--- config.mk ---
export PLATFORM = sky130hd
export DESIGN_NAME = stacktrbuf_lifo
export DESIGN_NICKNAME = d
export VERILOG_FILES = /design/src/rtl/stacktrbuf_pkg.sv /design/src/rtl/stacktrbuf_ram.sv /design/src/rtl/stacktrbuf_lifo.sv
export SDC_FILE = /design/constraint.sdc
export NUM_CORES = 2
export LEC_CHECK = 0
export ABC_CLOCK_PERIOD_IN_PS = 11610
export BUFFER_PORTS_ARGS = -buffer_cell sky130_fd_sc_hd__buf_2
export CORE_MARGIN = 2
export CORE_UTILIZATION = 60
export CTS_CLUSTER_DIAMETER = 120
export DETAILED_ROUTE_END_ITERATION = 16
export PLACE_DENSITY = 0.76
export RECOVER_POWER = 25
export SETUP_SLACK_MARGIN = 0.4
export SYNTH_ARGS = -nofsm -noshare
export SYNTH_HDL_FRONTEND = slang
export SYNTH_SLANG_ARGS = --single-unit
--- constraint.sdc ---
create_clock -name i_clk -period 11.61 [get_ports i_clk]
set_input_delay 1.161 -clock i_clk [delete_from_list [all_inputs] [get_ports i_clk]]
set_output_delay 1.161 -clock i_clk [all_outputs]
set_load 0.005 [all_outputs]
--- src/rtl/stacktrbuf_pkg.sv ---
// rtl/stacktrbuf_pkg.sv - shared constants and register layout for the call-stack trace buffer
package stacktrbuf_pkg;

    localparam int RISCV_ARCH      = 64;
    localparam int CFG_STKTR_ABITS = 5;
    localparam int CFG_STKTR_XLEN  = RISCV_ARCH;

    typedef struct packed {
        logic [CFG_STKTR_ABITS-1:0]  wptr;
        logic [CFG_STKTR_ABITS:0]    count;
        logic                        overflow;
        logic                        underflow;
        logic [2*CFG_STKTR_XLEN-1:0] rdata;
    } stacktrbuf_registers;

endpackage

--- src/rtl/stacktrbuf_ram.sv ---
// rtl/stacktrbuf_ram.sv - simple dual-port frame RAM, synchronous write, registered read-old port
module stacktrbuf_ram
    import stacktrbuf_pkg::*;
#(
    parameter int abits = CFG_STKTR_ABITS,
    parameter int dbits = 2 * CFG_STKTR_XLEN
) (
    input  logic             i_clk,
    input  logic             i_we,
    input  logic [abits-1:0] i_waddr,
    input  logic [dbits-1:0] i_wdata,
    input  logic [abits-1:0] i_raddr,
    output logic [dbits-1:0] o_rdata
);

    logic [dbits-1:0] mem [2**abits];
    logic [dbits-1:0] rdata_q;

    // Read and write share one edge; the read samples the pre-write contents.
    always_ff @(posedge i_clk) begin
        if (i_we) begin
            mem[i_waddr] <= i_wdata;
        end
        rdata_q <= mem[i_raddr];
    end

    assign o_rdata = rdata_q;

endmodule

--- src/rtl/stacktrbuf_lifo.sv ---
// rtl/stacktrbuf_lifo.sv - circular LIFO of {pc, npc} call frames with top-relative debug read
module stacktrbuf_lifo
    import stacktrbuf_pkg::*;
#(
    parameter int abits = CFG_STKTR_ABITS,
    parameter int xlen  = CFG_STKTR_XLEN
) (
    input  logic              i_clk,
    input  logic              i_rst,
    input  logic              i_push,
    input  logic              i_pop,
    input  logic [xlen-1:0]   i_pc,
    input  logic [xlen-1:0]   i_npc,
    input  logic              i_clear,
    input  logic [abits-1:0]  i_raddr,
    output logic [2*xlen-1:0] o_rdata,
    output logic [abits:0]    o_count,
    output logic              o_overflow,
    output logic              o_underflow
);

    localparam int               DEPTH = 2**abits;
    localparam logic [abits:0]   FULL  = (abits+1)'(DEPTH);
    localparam logic [abits-1:0] ONE   = 1;

    logic [abits-1:0]  wptr_q, wptr_d;
    logic [abits:0]    count_q, count_d;
    logic              overflow_q, overflow_d;
    logic              underflow_q, underflow_d;
    logic              rvalid_q, rvalid_d;

    logic              ram_we;
    logic [abits-1:0]  ram_waddr;
    logic [abits-1:0]  ram_raddr;
    logic [2*xlen-1:0] ram_rdata;

    always_comb begin
        wptr_d      = wptr_q;
        count_d     = count_q;
        overflow_d  = overflow_q;
        underflow_d = underflow_q;
        ram_we      = 1'b0;
        ram_waddr   = wptr_q;
        ram_raddr   = wptr_q - ONE - i_raddr;
        rvalid_d    = ({1'b0, i_raddr} < count_q);

        if (i_clear) begin
            wptr_d      = '0;
            count_d     = '0;
            overflow_d  = 1'b0;
            underflow_d = 1'b0;
        end else if (i_push && i_pop && (count_q != '0)) begin
            // Tail call: replace the top frame in place.
            ram_we    = 1'b1;
            ram_waddr = wptr_q - ONE;
        end else if (i_push) begin
            ram_we = 1'b1;
            wptr_d = wptr_q + ONE;
            if (count_q != FULL) begin
                count_d = count_q + 1'b1;
            end else begin
                overflow_d = 1'b1;
            end
        end else if (i_pop) begin
            if (count_q != '0) begin
                wptr_d  = wptr_q - ONE;
                count_d = count_q - 1'b1;
            end else begin
                underflow_d = 1'b1;
            end
        end

        if (i_rst) begin
            ram_we = 1'b0;
        end
    end

    always_ff @(posedge i_clk) begin
        if (i_rst) begin
            wptr_q      <= '0;
            count_q     <= '0;
            overflow_q  <= 1'b0;
            underflow_q <= 1'b0;
            rvalid_q    <= 1'b0;
        end else begin
            wptr_q      <= wptr_d;
            count_q     <= count_d;
            overflow_q  <= overflow_d;
            underflow_q <= underflow_d;
            rvalid_q    <= rvalid_d;
        end
    end

    stacktrbuf_ram #(
        .abits (abits),
        .dbits (2 * xlen)
    ) u_ram (
        .i_clk   (i_clk),
        .i_we    (ram_we),
        .i_waddr (ram_waddr),
        .i_wdata ({i_pc, i_npc}),
        .i_raddr (ram_raddr),
        .o_rdata (ram_rdata)
    );

    // Out-of-range reads are masked to zero in step with the RAM read.
    assign o_rdata     = rvalid_q ? ram_rdata : '0;
    assign o_count     = count_q;
    assign o_overflow  = overflow_q;
    assign o_underflow = underflow_q;

endmodule

# == Word level (Yosys, flattened, before mapping) ==
# Memories as Yosys holds them, arrays and structs flattened. A register that Yosys moved wholly into a read port is not among the register bits.
# Index checks and enable logic that the tools add are counted.
# op_classes
order_cmp,1
n_bitwise,4
eq_ne,2
mux,16
n_reduce_logical,10
addsub,5
# ops
op,count
$mux 128,1
$mux 5,5
$mux 6,4
$reduce_and 4->1,2
$add 6x1->6 const B,1
$lt 5x6->1,1
$mux 1,6
$ne 6x6->1 const B,1
$reduce_and 3->1,2
$reduce_bool 6->1,1
$sub 6x1->6 const B,1
$add 5x1->5 const B,1
$sub 5x1->5 const B,1
$sub 5x5->5,1
$not 1->1,4
$reduce_bool 2->1,2
$logic_and 1x1->1,2
$ne 2x1->1 const B,1
$reduce_or 2->1,1
# word_totals
inputBits,138
out_inout_bits,136
mem_count,1
ram_bits,4096
register_bits,14
# memory_table
name,words,width,rd,rd_clocked_by_memory_dff,wr,line,rtl
u_ram.mem,32,128,1,1,1,stacktrbuf_ram.sv:16,logic [dbits-1:0] mem [2**abits];

# == Logic depth before layout (Yosys ltp) ==
# depth
ltp_word,7
depth_mapped,12
depth_no_buf,10

# == Cells and area by module ==
# A second synthesis with hierarchy kept.
# hier_totals
cells_unflattened,6737
hier_area_um2,157373.4
# by_module_without_submodules
mod,area_each_um2,seq_area_each_um2,instances,cells_each
stacktrbuf_ram,155236.4,125560.4,1,6440
stacktrbuf_lifo,2137.0,280.3,1,297

# == Worst setup path before layout ==
# No wires, ideal clock.
# synth_path
kind,in2reg
from,input port i_pop
to,memory u_ram.mem[2][0] (netlist bit) (enable)
setup_time_ns,0.617
setup_slack_ns,3.287
arrival_time_ns,7.706
stages,5
path_cell_list,o31ai_4 > xnor2_1 > nor4b_1 > nand2_1 > nor2_1
# synth_via
elab_chain_len,7
word_cells_on_any_way,9
cone_classes,7 x mux; 2 x reduce/logical
# synth_rtl
element,line,rtl
start: declaration,stacktrbuf_lifo.sv:11,"input logic i_pop,"
$logic_and 1x1->1 (*) (2 in series),stacktrbuf_lifo.sv:52,end else if (i_push && i_pop && (count_q != '0)) begin
$mux 1,stacktrbuf_lifo.sv:52,
$mux 1,stacktrbuf_lifo.sv:47,if (i_clear) begin
$mux 1,stacktrbuf_lifo.sv:73,if (i_rst) begin
$mux 1,stacktrbuf_ram.sv:21,if (i_we) begin
$mux 1 (implied by the code),stacktrbuf_ram.sv:22,mem[i_waddr] <= i_wdata;
end: declaration,stacktrbuf_ram.sv:16,
# Every way passes the cells marked *; elsewhere a longest branch is shown, timed or not.

# == Final worst setup path ==
# layout_path
from,register count_q[0] (netlist: o_count[0])
to,memory u_ram.mem[26][99] (netlist bit) (enable)
# layout_via
elab_chain_len,7
word_cells_on_any_way,9
cone_classes,7 x mux; 2 x reduce/logical
# layout_rtl
element,line,rtl
start: declaration,stacktrbuf_lifo.sv:27,"logic [abits:0] count_q, count_d;"
start signal: assignment,stacktrbuf_lifo.sv:87,count_q <= count_d;
$reduce_bool 6->1 (*),stacktrbuf_lifo.sv:52,
$logic_and 1x1->1 (*),stacktrbuf_lifo.sv:52,
$mux 1,stacktrbuf_lifo.sv:52,
$mux 1,stacktrbuf_lifo.sv:47,
$mux 1,stacktrbuf_lifo.sv:73,
$mux 1,stacktrbuf_ram.sv:21,
$mux 1 (implied by the code),stacktrbuf_ram.sv:22,
# Marks and branches as above.

==> flow_metrics.py <==
metrics = {
    "final_layout": {
        "layout.nets": 7310,
        "final_common_cell": "edfxtp_1",
        "stdcell_count": 11043,
        "drive_gt1_frac": 0.299,
        "area_growth_pct": 12.1,
        "final_cell_mix": "edfxtp_1 (4096), mux4_2 (1024), clkbuf_16 (418)",
    },
    "logic_synthesis": {
        "ys_warn_count": 0,
        "yosys.area.top_type_share": 0.769,
        "synth.distinct_cells": 53,
        "synth_area_leaders": "edfxtp_1 (77%), mux4_2 (14%), mux2_2 (1.8%), dfxtp_1 (1.8%), mux2i_1 (1.6%)",
        "synth-seq-area-share": 0.787,
        "avgSynthCellArea_um2": 23.8,
        "synth_seq_cells": 4238,
        "yosys_most_used_dff": "edfxtp_1",
        "netlist_area_um2": 160000,
        "synth-edff-count": 4096,
        "async_reset_ff_frac": 0,
        "syn_nets": 6863,
        "syn_inst": 6709,
        "synth_top_area_cell": "edfxtp_1",
    },
    "clock_network": {
        "cts_sinks": 4238,
        "holdBufCountCts": 0,
        "clk_latency_ns": 0.91,
        "htree_levels": 5,
        "clkTransAtPathRegs_ns": 0.06,
        "cts_resized": 0,
        "cts_made_buffers": 410,
        "cts_tree": "done",
        "root_buffer": "clkbuf_16",
        "cts_setup_buffers": 0,
        "cts_buffer_depth": 4,
    },
    "floorplan": {
        "ios": 274,
        "core_region_area_um2": 265000,
        "rows": 189,
        "die-area_um2": 271000,
        "start_util": 0.603,
        "die_width_um": 520,
        "die_h_um": 520,
    },
    "power_and_ir_drop": {
        "switching_share": 0.251,
        "p_leak_nw": 56.7,
        "power_frac_seq": 0.472,
        "power.total_mw": 36.6,
        "clock_power_share": 0.365,
        "combPwrFrac": 0.163,
        "p_switching_mw": 9.18,
        "ir_worst_vdd_uv": 214,
        "intPower_mw": 27.5,
        "powerDensity_nw_per_um2": 204,
    },
    "sta": {
        "worst_pin_slew_ns": 1.34,
        "slew_viol_final": 0,
        "skew_ns": 0.0433,
        "setup_slack_ns": 5.68,
        "finalSetupTns_ns": 0,
        "hold_violations": 0,
        "setup_violations": 0,
        "fmax_ghz": 0.169,
        "relSlewSlack": 0.110,
        "min_period_over_period": 0.511,
        "rsz0062_at_grt": "false",
        "min_period_ns": 5.93,
        "hold_slack_ns": 0.460,
    },
    "min_path": {
        "hold_end": "rvalid_q$_SDFF_PP0_",
        "hold_path_depth": 2,
        "min_path_type": "in -> reg",
        "hold_path_startpoint": "i_rst",
    },
    "route": {
        "highest_layer": "met5",
        "remaining_drc_errors": 0,
        "routed_via_density": 6.82,
        "wl_met1_mm": 142,
        "dr.pass1.iters": 6,
        "antenna_left": 0,
        "wl_per_cell_um": 34.8,
        "num_vias": 75364,
        "met2_length_mm": 188,
        "first_iter_violations": 10503,
        "met3_wirelength_mm": 44.1,
        "finalWirelength_mm": 384,
    },
    "worst_setup_path": {
        "path_buf_inv": 2,
        "crit_path_start_kind": "flip-flop",
        "worst_r2r_endpoint": "u_ram.mem[26][99]$_DFFE_PP_",
        "crit_path_frequent_cell": "buf_4",
        "path_depth": 8,
        "critPathMaxStageDelay_ns": 0.94,
        "crit_family": "simple AND/OR/NAND/NOR gates",
        "cp-end-kind": "flip-flop",
        "r2r_slack_ns": 5.68,
        "critPathMaxFanout": 45,
        "slowest_stage": "nor2_4",
        "crit_type": "reg -> reg",
        "reg2reg_depth": 8,
        "worstPathRequired_ns": 12.12,
        "crit_path_start": "o_count[0]$_SDFFE_PP0P_",
        "worstPathArrival_ns": 6.44,
        "path_cells": "or4_4 -> o31ai_4 -> xnor2_1 -> nor4b_1 -> nand2_1 -> nor2_4 -> buf_4 -> buf_4",
        "r2r-start": "o_count[0]$_SDFFE_PP0P_",
    },
    "grt": {
        "gr-total-overflow": 0,
        "grt_max_degree": 149,
        "grt_pass1_wl_mm": 548,
        "antenna_found_initial": 46,
        "grt_use_total": 0.284,
        "grt_pass1_vias": 76910,
    },
    "status": {
        "status": "finished, final reports clean",
    },
    "placed_design": {
        "dp.cells": 10277,
        "io_buffers": 273,
        "place_worst_setup_slack_ns": 5.37,
        "gp_congestion": 0.749,
        "dp_hpwl_mm": 176,
    },
    "job": {
        "maxCapViolCount": 0,
    },
}
[synthesized netlist by cell type (all sizes together), types with 10 or more instances]
| library cell | count |
|---|---|
| xnor2 | 10 |
| mux4 | 1024 |
| a221oi | 128 |
| mux2 | 256 |
| dfxtp | 142 |
| mux2i | 261 |
| edfxtp | 4096 |
| buf | 185 |
| nand2 | 18 |
| a31oi | 10 |
| inv | 14 |
| clkbuf | 176 |
| a21oi | 12 |
| and2 | 128 |
| ha | 14 |
| o22ai | 128 |
| nor2 | 47 |
[area by class of cell]
type | count | area [um2]
repair buffers | 396 | 2640
clock buffers | 561 | 11500
flip-flops and latches | 4238 | 126000
inverters | 15 | 56.3
diodes | 10 | 25.0
fillers | 15477 | 85800
multi-input cells | 2095 | 32700
well taps | 3533 | 4420
clock inverters | 195 | 2060
[how the worst max path moves through the flow]
| stage | end |
|---|---|
| 2_1_floorplan | u_ram.mem[2][0]$_DFFE_PP_ |
| 3_3_place_gp | u_ram.mem[26][99]$_DFFE_PP_ |
| 3_5_place_dp | u_ram.mem[26][94]$_DFFE_PP_ |
| 4_1_cts | u_ram.mem[26][99]$_DFFE_PP_ |
| 5_1_grt | u_ram.mem[26][99]$_DFFE_PP_ |
| 6_report | u_ram.mem[26][99]$_DFFE_PP_ |
[metal layers]
metal	track usage	vias to the layer above
met5	0	-
met4	0.0808	36
met3	0.0725	709
met2	0.448	4969
met1	0.400	40033
li1	-	29617
[logic make-up (layout without fill, tap and decap cells)]
group / Yosys count / after routing / synth area share
xor gates and xnor gates: 17 / 17 / 0.000978
DFF: 4238 / 4238 / 0.787
adders and majority gates: 16 / 16 / 0.00135
other: 0 / 10 / 0
and+or+nand+nor: 224 / 224 / 0.00797
AOI/OAI and AO/OA: 297 / 297 / 0.0138
buffers and inverters: 376 / 1167 / 0.0104
muxes: 1541 / 1541 / 0.179
[flip-flops by register name, summed over array words and instances (netlist names)]
| register | cells |
|---|---|
| o_underflow | 1 |
| u_ram.o_rdata | 128 |
| u_ram.mem | 4096 |
| o_count | 6 |
| o_overflow | 1 |
| wptr_q | 5 |
| rvalid_q | 1 |
[power groups by stage]
stage	Sequential, mW	Combinational (mW)	Clock, mW
detailed placement	17.6	5.89	0
CTS	17.3	5.98	13.5
finish	17.3	5.98	13.4
floorplan	17.5	4.08	0
global route	17.3	6.29	14.0
global placement	17.6	5.81	0
[through the flow]
step	area, um2	utilization
after floorplan	160000	-
after global placement	166000	0.625
after detailed placement	166000	0.625
after CTS	179000	0.676
after global routing	179000	0.676
final	179000	0.676
Power figures use the tool's default switching activity.
